==> config.mk <==
export PLATFORM = sky130hd
export DESIGN_NAME = trx_sequencer
export DESIGN_NICKNAME = d
export VERILOG_FILES = /design/src/rtl/trx_seq_pkg.sv /design/src/rtl/trx_timeout_counter.sv /design/src/rtl/trx_sequencer.sv
export SDC_FILE = /design/constraint.sdc
export NUM_CORES = 1
export LEC_CHECK = 0
export ABC_AREA = 0
export CAP_MARGIN = 20
export CORE_MARGIN = 2
export CORE_UTILIZATION = 45
export DETAILED_ROUTE_END_ITERATION = 7
export GPL_ROUTABILITY_DRIVEN = 0
export PLACE_DENSITY = 0.74
export SYNTH_ARGS = -nofsm -noshare
export SYNTH_HDL_FRONTEND = slang
export SYNTH_SLANG_ARGS = --single-unit
==> constraint.sdc <==
create_clock -name inClock -period 1.7 [get_ports inClock]
set_input_delay 0.34 -clock inClock [delete_from_list [all_inputs] [get_ports inClock]]
set_output_delay 0.34 -clock inClock [all_outputs]
set_load 0.05 [all_outputs]
==> src/rtl/trx_seq_pkg.sv <==
// -----------------------------------------------------------------------------
// trx_seq_pkg
// Shared definitions for the transceiver frame sequencer.
//   STATE_W : width of the externally visible state encoding
//   state_e : sequencer states; the numeric values appear on outState and are
//             part of the block's external contract, so they are fixed here.
// -----------------------------------------------------------------------------
package trx_seq_pkg;

    localparam int STATE_W = 3;

    typedef enum logic [STATE_W-1:0] {
        ST_IDLE     = 3'd0,
        ST_TX_FETCH = 3'd1,
        ST_TX_SEND  = 3'd2,
        ST_RX_RUN   = 3'd3,
        ST_DONE     = 3'd4,
        ST_ERROR    = 3'd5
    } state_e;

endpackage

==> src/rtl/trx_timeout_counter.sv <==
// -----------------------------------------------------------------------------
// trx_timeout_counter
// Idle-cycle counter shared by the TX fetch wait and the RX bit wait.
// Ports:
//   clk_i    : clock, rising edge
//   rst_ni   : synchronous active-low reset
//   clear_i  : restart the count at zero (wins over inc_i)
//   inc_i    : count one idle cycle
//   last_o   : the next increment reaches TIMEOUT; the caller combines this
//              with its own increment request to leave the waiting state on
//              exactly the TIMEOUT-th consecutive idle cycle
// -----------------------------------------------------------------------------
module trx_timeout_counter #(
    parameter int TIMEOUT = 255,
    parameter int TO_W    = $clog2(TIMEOUT + 1)
) (
    input  logic clk_i,
    input  logic rst_ni,
    input  logic clear_i,
    input  logic inc_i,
    output logic last_o
);

    localparam logic [TO_W-1:0] CNT_LIMIT = TO_W'(TIMEOUT);
    localparam logic [TO_W-1:0] CNT_LAST  = TO_W'(TIMEOUT - 1);
    localparam logic [TO_W-1:0] CNT_ONE   = TO_W'(1);

    logic [TO_W-1:0] cnt_q;
    logic [TO_W-1:0] cnt_d;

    always_comb begin
        cnt_d = cnt_q;
        if (clear_i) begin
            cnt_d = '0;
        end else if (inc_i && (cnt_q != CNT_LIMIT)) begin
            // Saturate so a caller that ignores last_o cannot wrap around.
            cnt_d = cnt_q + CNT_ONE;
        end
    end

    always_ff @(posedge clk_i) begin
        if (!rst_ni) begin
            cnt_q <= '0;
        end else begin
            cnt_q <= cnt_d;
        end
    end

    // Depends only on the register, so no combinational path back to inc_i.
    assign last_o = (cnt_q == CNT_LAST);

endmodule

==> src/rtl/trx_sequencer.sv <==
// -----------------------------------------------------------------------------
// trx_sequencer
// Frame-level controller for the transceiver datapath. Paces the TX chain by
// turning coder-ready rising edges into single inFIFO reads, gates valid CDR
// bits into the outFIFO, counts bits per frame and flags timeouts/overflow.
// Ports:
//   inClock / inReset        : clock and synchronous active-low reset
//   inStartTx / inStartRx    : frame start pulses (honoured only in IDLE)
//   inAbort                  : return to IDLE from anywhere, clears the error
//   inFifoEmpty              : inFIFO empty
//   inCoderReady             : coder ready level (rising edge requests a bit)
//   inCdrFlag / inCdrData    : CDR bit valid / recovered bit
//   inOutFifoFull            : outFIFO full
//   outFifoReadEnable        : inFIFO read strobe
//   outCoderEmpty            : low for the single cycle fetched data is valid
//   outOutFifoWriteEnable    : outFIFO write strobe
//   outOutFifoData           : bit written to the outFIFO
//   outBusy                  : sequencer not idle
//   outTxDone / outRxDone    : one-cycle frame completion pulses
//   outError                 : sticky timeout/overflow indication
//   outBitCount              : bits transferred in the current frame
//   outState                 : current state encoding
// All outputs come straight from registers.
// -----------------------------------------------------------------------------
module trx_sequencer
    import trx_seq_pkg::*;
#(
    parameter int FRAME_BITS = 32,
    parameter int TIMEOUT    = 255,
    parameter int CNT_W      = $clog2(FRAME_BITS + 1),
    parameter int TO_W       = $clog2(TIMEOUT + 1)
) (
    input  logic               inClock,
    input  logic               inReset,
    input  logic               inStartTx,
    input  logic               inStartRx,
    input  logic               inAbort,
    input  logic               inFifoEmpty,
    input  logic               inCoderReady,
    input  logic               inCdrFlag,
    input  logic               inCdrData,
    input  logic               inOutFifoFull,
    output logic               outFifoReadEnable,
    output logic               outCoderEmpty,
    output logic               outOutFifoWriteEnable,
    output logic               outOutFifoData,
    output logic               outBusy,
    output logic               outTxDone,
    output logic               outRxDone,
    output logic               outError,
    output logic [CNT_W-1:0]   outBitCount,
    output logic [STATE_W-1:0] outState
);

    localparam logic [CNT_W-1:0] CNT_LAST = CNT_W'(FRAME_BITS - 1);
    localparam logic [CNT_W-1:0] CNT_ONE  = CNT_W'(1);

    state_e           state_q, state_d;
    logic             ready_prev_q;
    logic             rd_en_q, rd_en_d;
    logic             coder_empty_q, coder_empty_d;
    logic             wr_en_q, wr_en_d;
    logic             wr_data_q, wr_data_d;
    logic             busy_q;
    logic             tx_done_q, tx_done_d;
    logic             rx_done_q, rx_done_d;
    logic             error_q, error_d;
    logic [CNT_W-1:0] bit_cnt_q, bit_cnt_d;
    // Remembers which direction the current frame runs so DONE can pick
    // the matching completion pulse.
    logic             tx_path_q, tx_path_d;

    logic             to_clear;
    logic             to_inc;
    logic             to_last;
    logic             ready_edge;

    assign ready_edge = inCoderReady & ~ready_prev_q;

    trx_timeout_counter #(
        .TIMEOUT (TIMEOUT),
        .TO_W    (TO_W)
    ) u_timeout (
        .clk_i   (inClock),
        .rst_ni  (inReset),
        .clear_i (to_clear),
        .inc_i   (to_inc),
        .last_o  (to_last)
    );

    always_comb begin
        state_d       = state_q;
        rd_en_d       = 1'b0;
        coder_empty_d = 1'b1;
        wr_en_d       = 1'b0;
        wr_data_d     = wr_data_q;
        tx_done_d     = 1'b0;
        rx_done_d     = 1'b0;
        error_d       = error_q;
        bit_cnt_d     = bit_cnt_q;
        tx_path_d     = tx_path_q;
        to_clear      = 1'b0;
        to_inc        = 1'b0;

        if (inAbort) begin
            // Strobe defaults above stay deasserted, which is what
            // suppresses anything this cycle would otherwise have issued.
            state_d  = ST_IDLE;
            error_d  = 1'b0;
            to_clear = 1'b1;
        end else begin
            unique case (state_q)
                ST_IDLE: begin
                    if (inStartTx) begin
                        state_d   = ST_TX_FETCH;
                        tx_path_d = 1'b1;
                        bit_cnt_d = '0;
                        to_clear  = 1'b1;
                    end else if (inStartRx) begin
                        state_d   = ST_RX_RUN;
                        tx_path_d = 1'b0;
                        bit_cnt_d = '0;
                        to_clear  = 1'b1;
                    end
                end

                ST_TX_FETCH: begin
                    if (ready_edge && !inFifoEmpty) begin
                        rd_en_d  = 1'b1;
                        state_d  = ST_TX_SEND;
                        to_clear = 1'b1;
                    end else if (inFifoEmpty) begin
                        to_inc = 1'b1;
                        if (to_last) begin
                            state_d = ST_ERROR;
                            error_d = 1'b1;
                        end
                    end
                end

                ST_TX_SEND: begin
                    // The FIFO word read last cycle is now at the coder.
                    coder_empty_d = 1'b0;
                    bit_cnt_d     = bit_cnt_q + CNT_ONE;
                    state_d       = (bit_cnt_q == CNT_LAST) ? ST_DONE : ST_TX_FETCH;
                end

                ST_RX_RUN: begin
                    if (inCdrFlag) begin
                        if (inOutFifoFull) begin
                            state_d = ST_ERROR;
                            error_d = 1'b1;
                        end else begin
                            wr_en_d   = 1'b1;
                            wr_data_d = inCdrData;
                            bit_cnt_d = bit_cnt_q + CNT_ONE;
                            to_clear  = 1'b1;
                            if (bit_cnt_q == CNT_LAST) begin
                                state_d = ST_DONE;
                            end
                        end
                    end else begin
                        to_inc = 1'b1;
                        if (to_last) begin
                            state_d = ST_ERROR;
                            error_d = 1'b1;
                        end
                    end
                end

                ST_DONE: begin
                    tx_done_d = tx_path_q;
                    rx_done_d = ~tx_path_q;
                    state_d   = ST_IDLE;
                end

                ST_ERROR: begin
                    error_d = 1'b1;
                end

                default: begin
                    state_d = ST_IDLE;
                end
            endcase
        end
    end

    always_ff @(posedge inClock) begin
        if (!inReset) begin
            state_q       <= ST_IDLE;
            ready_prev_q  <= 1'b0;
            rd_en_q       <= 1'b0;
            coder_empty_q <= 1'b1;
            wr_en_q       <= 1'b0;
            wr_data_q     <= 1'b0;
            busy_q        <= 1'b0;
            tx_done_q     <= 1'b0;
            rx_done_q     <= 1'b0;
            error_q       <= 1'b0;
            bit_cnt_q     <= '0;
            tx_path_q     <= 1'b0;
        end else begin
            state_q       <= state_d;
            ready_prev_q  <= inCoderReady;
            rd_en_q       <= rd_en_d;
            coder_empty_q <= coder_empty_d;
            wr_en_q       <= wr_en_d;
            wr_data_q     <= wr_data_d;
            busy_q        <= (state_d != ST_IDLE);
            tx_done_q     <= tx_done_d;
            rx_done_q     <= rx_done_d;
            error_q       <= error_d;
            bit_cnt_q     <= bit_cnt_d;
            tx_path_q     <= tx_path_d;
        end
    end

    assign outFifoReadEnable     = rd_en_q;
    assign outCoderEmpty         = coder_empty_q;
    assign outOutFifoWriteEnable = wr_en_q;
    assign outOutFifoData        = wr_data_q;
    assign outBusy               = busy_q;
    assign outTxDone             = tx_done_q;
    assign outRxDone             = rx_done_q;
    assign outError              = error_q;
    assign outBitCount           = bit_cnt_q;
    assign outState              = state_q;

endmodule

Word level (Yosys, flattened, before mapping)
Cells that the tools add are included.
{ "totals": {"register_bits": 27, "latchBits": 0, "ramBits": 0, "rom_bits": 0, "input_bits": 10, "out_inout_bits": 17, "word_cells": 92, "mem_count": 0} }
{ "op_classes": {"add_sub_neg": 2, "mul": 0, "div": 0, "n_lt_le_gt_ge": 0, "n_eq_ne": 14, "shifts": 0, "mux": 37, "bitwise": 9, "reduce_logical": 17} }
{ "op_table": {"columns": ["op", "n"], "rows": [
  ["2-to-1 mux 3 bit", 10],
  ["2-to-1 mux 6 bit", 4],
  ["2-to-1 mux 1 bit", 18],
  ["one-hot mux 6 bit (3 select lines)", 1],
  ["one-hot mux 3 bit (5 select lines)", 1],
  ["nonzero test 3 bit", 3],
  ["OR reduction 3 bit", 3],
  ["adder 8 x 1 -> 8 bit, second input constant", 1],
  ["equality test 8 bit, second input constant", 1],
  ["inequality test 2 bit, second input constant", 4],
  ["inequality test 8 bit, second input constant", 1],
  ["inverter 1 bit", 8],
  ["AND reduction 4 bit", 2],
  ["adder 6 x 1 -> 6 bit, second input constant", 1],
  ["equality test 3 x 2 -> 1 bit, second input constant", 2],
  ["equality test 3 bit, second input constant", 2],
  ["equality test 6 x 5 -> 1 bit, second input constant", 1],
  ["inequality test 3 bit, second input constant", 2],
  ["one-hot mux 1 bit (3 select lines)", 2],
  ["AND reduction 5 bit", 1],
  ["OR reduction 2 bit", 2],
  ["equality test 3 x 1 -> 1 bit, second input constant", 1],
  ["zero test 3 bit", 1],
  ["AND reduction 3 bit", 1],
  ["5 further kinds", 6]
]} }

Longest topological paths before layout
{ "logic_depth": {"depth_word": 7, "mapped_depth": 6, "ltp_nobuf": 6} }

Modules after synthesis
From an unflattened synthesis, not the netlist that was laid out.
{ "hier_totals": {"hier_cells": 162, "hier_area_um2": 1380.1} }
{ "by_module_without_submodules": {"columns": ["mod", "n_inst", "cells_per_inst", "area_per_inst_um2", "seq_area_each_um2"], "rows": [
  ["trx_sequencer", 1, 109, 930.9, 380.4],
  ["trx_timeout_counter", 1, 53, 449.2, 160.2]
]} }

Worst setup path before layout
OpenSTA, ideal clock, no wires.
{ "synth_path": {"path_kind": "register to register", "startpoint": "register bit_cnt_q[0] (netlist: outBitCount[0])", "endpoint": "register busy_q (netlist: outBusy)", "setup_ns": 0.120, "arrival_time_ns": 1.916, "t_required_ns": 1.580, "setup_slack_ns": -0.335, "path_stages_with_launch": 7, "path_buffers": 0, "synth_period_minus_slack_ns": 2.035, "cell_sequence": "dfxtp_1 > ha_1 > inv_1 > nor3_1 > a21oi_1 > or3_1 > o31a_1"} }
{ "synth_between": {"elab_chain_len": 7} }
{ "synth_rtl": {"columns": ["element", "line_no", "text"], "rows": [
  ["start, declared", "trx_sequencer.sv:68", "logic [CNT_W-1:0] bit_cnt_q, bit_cnt_d;"],
  ["start signal, assigned", "trx_sequencer.sv:213", "bit_cnt_q <= bit_cnt_d;"],
  ["equality test 6 x 5 -> 1 bit *", "trx_sequencer.sv:145, trx_sequencer.sv:158", null],
  ["2-to-1 mux 3 bit", "trx_sequencer.sv:158", "if (bit_cnt_q == CNT_LAST) begin"],
  ["2-to-1 mux 3 bit", "trx_sequencer.sv:150", "if (inOutFifoFull) begin"],
  ["2-to-1 mux 3 bit", "trx_sequencer.sv:149", "if (inCdrFlag) begin"],
  ["one-hot mux 3 bit (5 select lines) *", "trx_sequencer.sv:112", "unique case (state_q)"],
  ["2-to-1 mux 3 bit *", "trx_sequencer.sv:105", "if (inAbort) begin"],
  ["nonzero test 3 bit *", "trx_sequencer.sv:209", "busy_q <= (state_d != ST_IDLE);"],
  ["end signal, assigned", "trx_sequencer.sv:209", null],
  ["end, declared", "trx_sequencer.sv:64", "logic busy_q;"]
]} }
Mark *: on every way between the ends. The rest lies on a longest branch, timed or not.
A chain may end at the register's enable or synchronous reset.

Worst setup path in the final report
{ "layout_path": {"startpoint": "register state_q[1] (netlist: outState[1])", "endpoint": "register u_timeout.cnt_q[1]"} }
{ "layout_between": {"elab_chain_len": 4} }
{ "layout_rtl": {"columns": ["element", "line_no", "text"], "rows": [
  ["start, declared", "trx_sequencer.sv:58", "state_e state_q, state_d;"],
  ["start signal, assigned", "trx_sequencer.sv:203", "state_q <= state_d;"],
  ["equality test 3 x 2 -> 1 bit (tied with other cells)", "trx_sequencer.sv:112", null],
  ["one-hot mux 1 bit (3 select lines) / one-hot mux 1 bit (2 select lines) (equally long branches)", "trx_sequencer.sv:112", null],
  ["2-to-1 mux 1 bit", "trx_sequencer.sv:105", null],
  ["OR reduction 2 bit (no line) / logical AND 1 bit (equally long branches)", null, null],
  ["end signal, assigned", "trx_timeout_counter.sv:45", "cnt_q <= cnt_d;"],
  ["end, declared", "trx_timeout_counter.sv:28", "logic [TO_W-1:0] cnt_q;"]
]} }
Several ways; a longest one is shown, not always the timed one.

==> impl_metrics.ini <==
[sta]
fin_hold_ws_ns = 0.427
finalCritPeriodShare_pct = 94.8
setup_viol = 0
final.setup_skew_ns = 0.0116
finalHoldViolations = 0
tightest_slew_ns = 0.432
worst_slack_ns = 0.0888
max_freq_mhz = 621
finalMaxSlewViolations = 0
rsz0062_at_grt = no
fin_setup_tns_ns = 0
worst_slew_margin_rel_pct = 71.1
period_minus_slack_ns = 1.61

[status]
violations = DRC
outcome = finished, violations left

[floorplanning]
dieArea_mm2 = 0.00346
initial_utilization_pct = 48.2
die_h_um = 58.8
pin_count = 27
rows = 19
die_w_um = 58.8
coreArea_mm2 = 0.00281

[pwr]
power_switching_mw = 0.320
power.share.sequential_pct = 56.5
power_mw = 1.15
p_leak_nw = 0.741
power_density_mw_per_mm2 = 631
power.share.clock_pct = 26.0
power.internal_mw = 0.829
swShare_pct = 27.8
ir_drop_mv = 0.300
share_comb_of_total_power_pct = 17.5

[routing]
routed_wirelength_um = 3320
dr.pass1.iters = 6
post_drt_wl_per_cell_um = 14.4
ant_nets = 0
routed_via_density = 5.58
post-route-drc-count = 4
vias = 1289
first_iter_violations = 81

[synth]
synth_edf_count = 0
netlist_top_cells_area = dfxtp_1 (40%), nor2_1 (6.9%), xnor2_1 (5.2%), nand3_1 (4.1%), a21oi_1 (3.0%)
synth_flop_cell = dfxtp_1
yosys.area.top_type = dfxtp_1
synth_warnings = 0
ys_top_cells_by_count = dfxtp_1 (27), nor2_1 (25), nand3_1 (11)
ys_types = 46
avgSynthCellArea_um2 = 8.73
ys_seq_area_share_pct = 40.0
syn_inst = 155
async_flop_share_pct = 0
netlist.area_leader.share_pct = 40.0
post-synth-top-count-cell = dfxtp_1
synth_seq_cells = 27
synth_nets = 168
syn_area_mm2 = 0.00135

[final_layout]
area_growth_pct = 34.6
antenna_cells = 0
design_area_mm2 = 0.00182
layout-drive-gt1-share_pct = 30.0
final_core_util_pct = 64.9
final_cells = 231
nets = 214

[placed_design]
numPortBuffers = 26
dpl_worst_slack_ns = -0.362
dp.cells = 227
dp_hpwl_um = 2620
placed_area_mm2 = 0.00178

[critical_path]
crit_path_max_incr_delay_ns = 0.51
worstPathArrival_ns = 1.86
critPathTopFamily = simple AND/OR/NAND/NOR gates
worstPathMaxFanout = 6
critical_path_buf_inv_count = 1
endpoint_kind = flip-flop
cp.required_ns = 1.94
critPathLaunchType = flip-flop
worstSetupPathType = flip-flop to flip-flop
crit_slowest_cell = or4_4
path_cells = or2_4 -> or4_4 -> o2111ai_4 -> buf_4 -> a211oi_1

[global_routing]
grt_pass1_vias = 1212
overflow = 0
use_met3_pct = 2.86
grt_max_degree = 17
antenna_found_initial = 0
grt_util_met1_pct = 27.8
grt_pass1_wl_um = 5470
grt_busiest_layer = met2
met2_usage_pct = 34.3
globalRouteTotalUtil_pct = 20.7

[clock_network]
cts-root-buf = clkbuf_4
clock_latency_ns = 0.34
clock_sinks = 27
cts_buffer_depth = 2
cts_tree = built
htree_levels = 1
clk_pin_slew_ns = 0.16
cts_made_buffers = 3

[hold_path]
hp-class = primary input to flip-flop

[flow_run]
drv_cap = 0
-- layout make-up --
cell class / instances / area (µm²)
inverters: 4 / 15.0
flip-flops and latches: 27 / 558
clock inverters: 1 / 6.26
clock buffers: 3 / 22.5
fillers: 240 / 985
repair buffers: 45 / 390
multi-input cells: 120 / 790
well taps: 31 / 38.8
-- flip-flops by register name, indices dropped and copies added, names as in the netlist --
register               flops
outBitCount                6
outBusy                    1
outCoderEmpty              1
outError                   1
outFifoReadEnable          1
outOutFifoData             1
outOutFifoWriteEnable      1
outRxDone                  1
outState                   3
outTxDone                  1
ready_prev_q               1
tx_path_q                  1
u_timeout.cnt_q            8
-- placed cells by master, fill, tap and decap left out, drive strengths merged, types with 3 or more instances in the layout --
master          n
buf            36
dfxtp          27
nor2           25
nand3          11
nand2           9
a21oi           8
xnor2           8
clkdlybuf4s50   7
nand2b          6
a211oi          5
inv             5
nor2b           5
mux2i           3
ha              3
clkbuf          3
nor3            3
and2            3
o21ai           3
-- repair_timing --
| item | 4_1_cts | 5_1_grt |
|---|---|---|
| setup endpoints to repair | 0 | 8 |
| gates resized for setup | 0 | 6 |
| setup buffers | 0 | 0 |
| hold buffers | 0 | 0 |
-- power groups by stage --
stage	combinational, mW	sequential, mW	clock (mW)
2_1_floorplan	0.0789	0.691	0
3_3_place_gp	0.197	0.662	0
3_5_place_dp	0.199	0.663	0
4_1_cts	0.200	0.649	0.305
5_1_grt	0.216	0.651	0.323
6_report	0.201	0.649	0.299
-- worst reg2reg max path, cell delays in order (launching register included) --
cell       delay, ns
dfxtp_2         0.39
or2_4           0.26
or4_4           0.51
o2111ai_4       0.15
buf_4           0.17
a211oi_1        0.04
-- layer usage --
metal  vias to the layer above  share of wire, %
met5                         -                 0
met4                         0               1.4
met3                         7               4.8
met2                        36                46
met1                       609                47
li1                        637                 -
-- worst paths after layout --
path / slack, ns / end / cells past startpoint / startpoint
worst max-delay path: 0.09 / u_timeout.cnt_q[1]$_SDFFE_PP0P_ / 5 / outState[1]$_SDFF_PN0_
worst min-delay path: 0.43 / tx_path_q$_SDFFE_PN0P_ / 2 / inAbort
worst max register to register: 0.09 / u_timeout.cnt_q[1]$_SDFFE_PP0P_ / 5 / outState[1]$_SDFF_PN0_
worst min register to register: 0.47 / outRxDone$_SDFF_PP0_ / 1 / tx_path_q$_SDFFE_PN0P_
-- cell families after synthesis --
| kind of cell | after synthesis | share of synthesized area [%] |
|---|---|---|
| simple gates | 74 | 28.3 |
| compound gates | 32 | 18.4 |
| flops | 27 | 40.0 |
| xor+xnor | 8 | 5.18 |
| buf+inv | 8 | 3.14 |
| mux | 3 | 2.22 |
| fa+ha+maj | 3 | 2.78 |
Power figures use the tool's default switching activity.
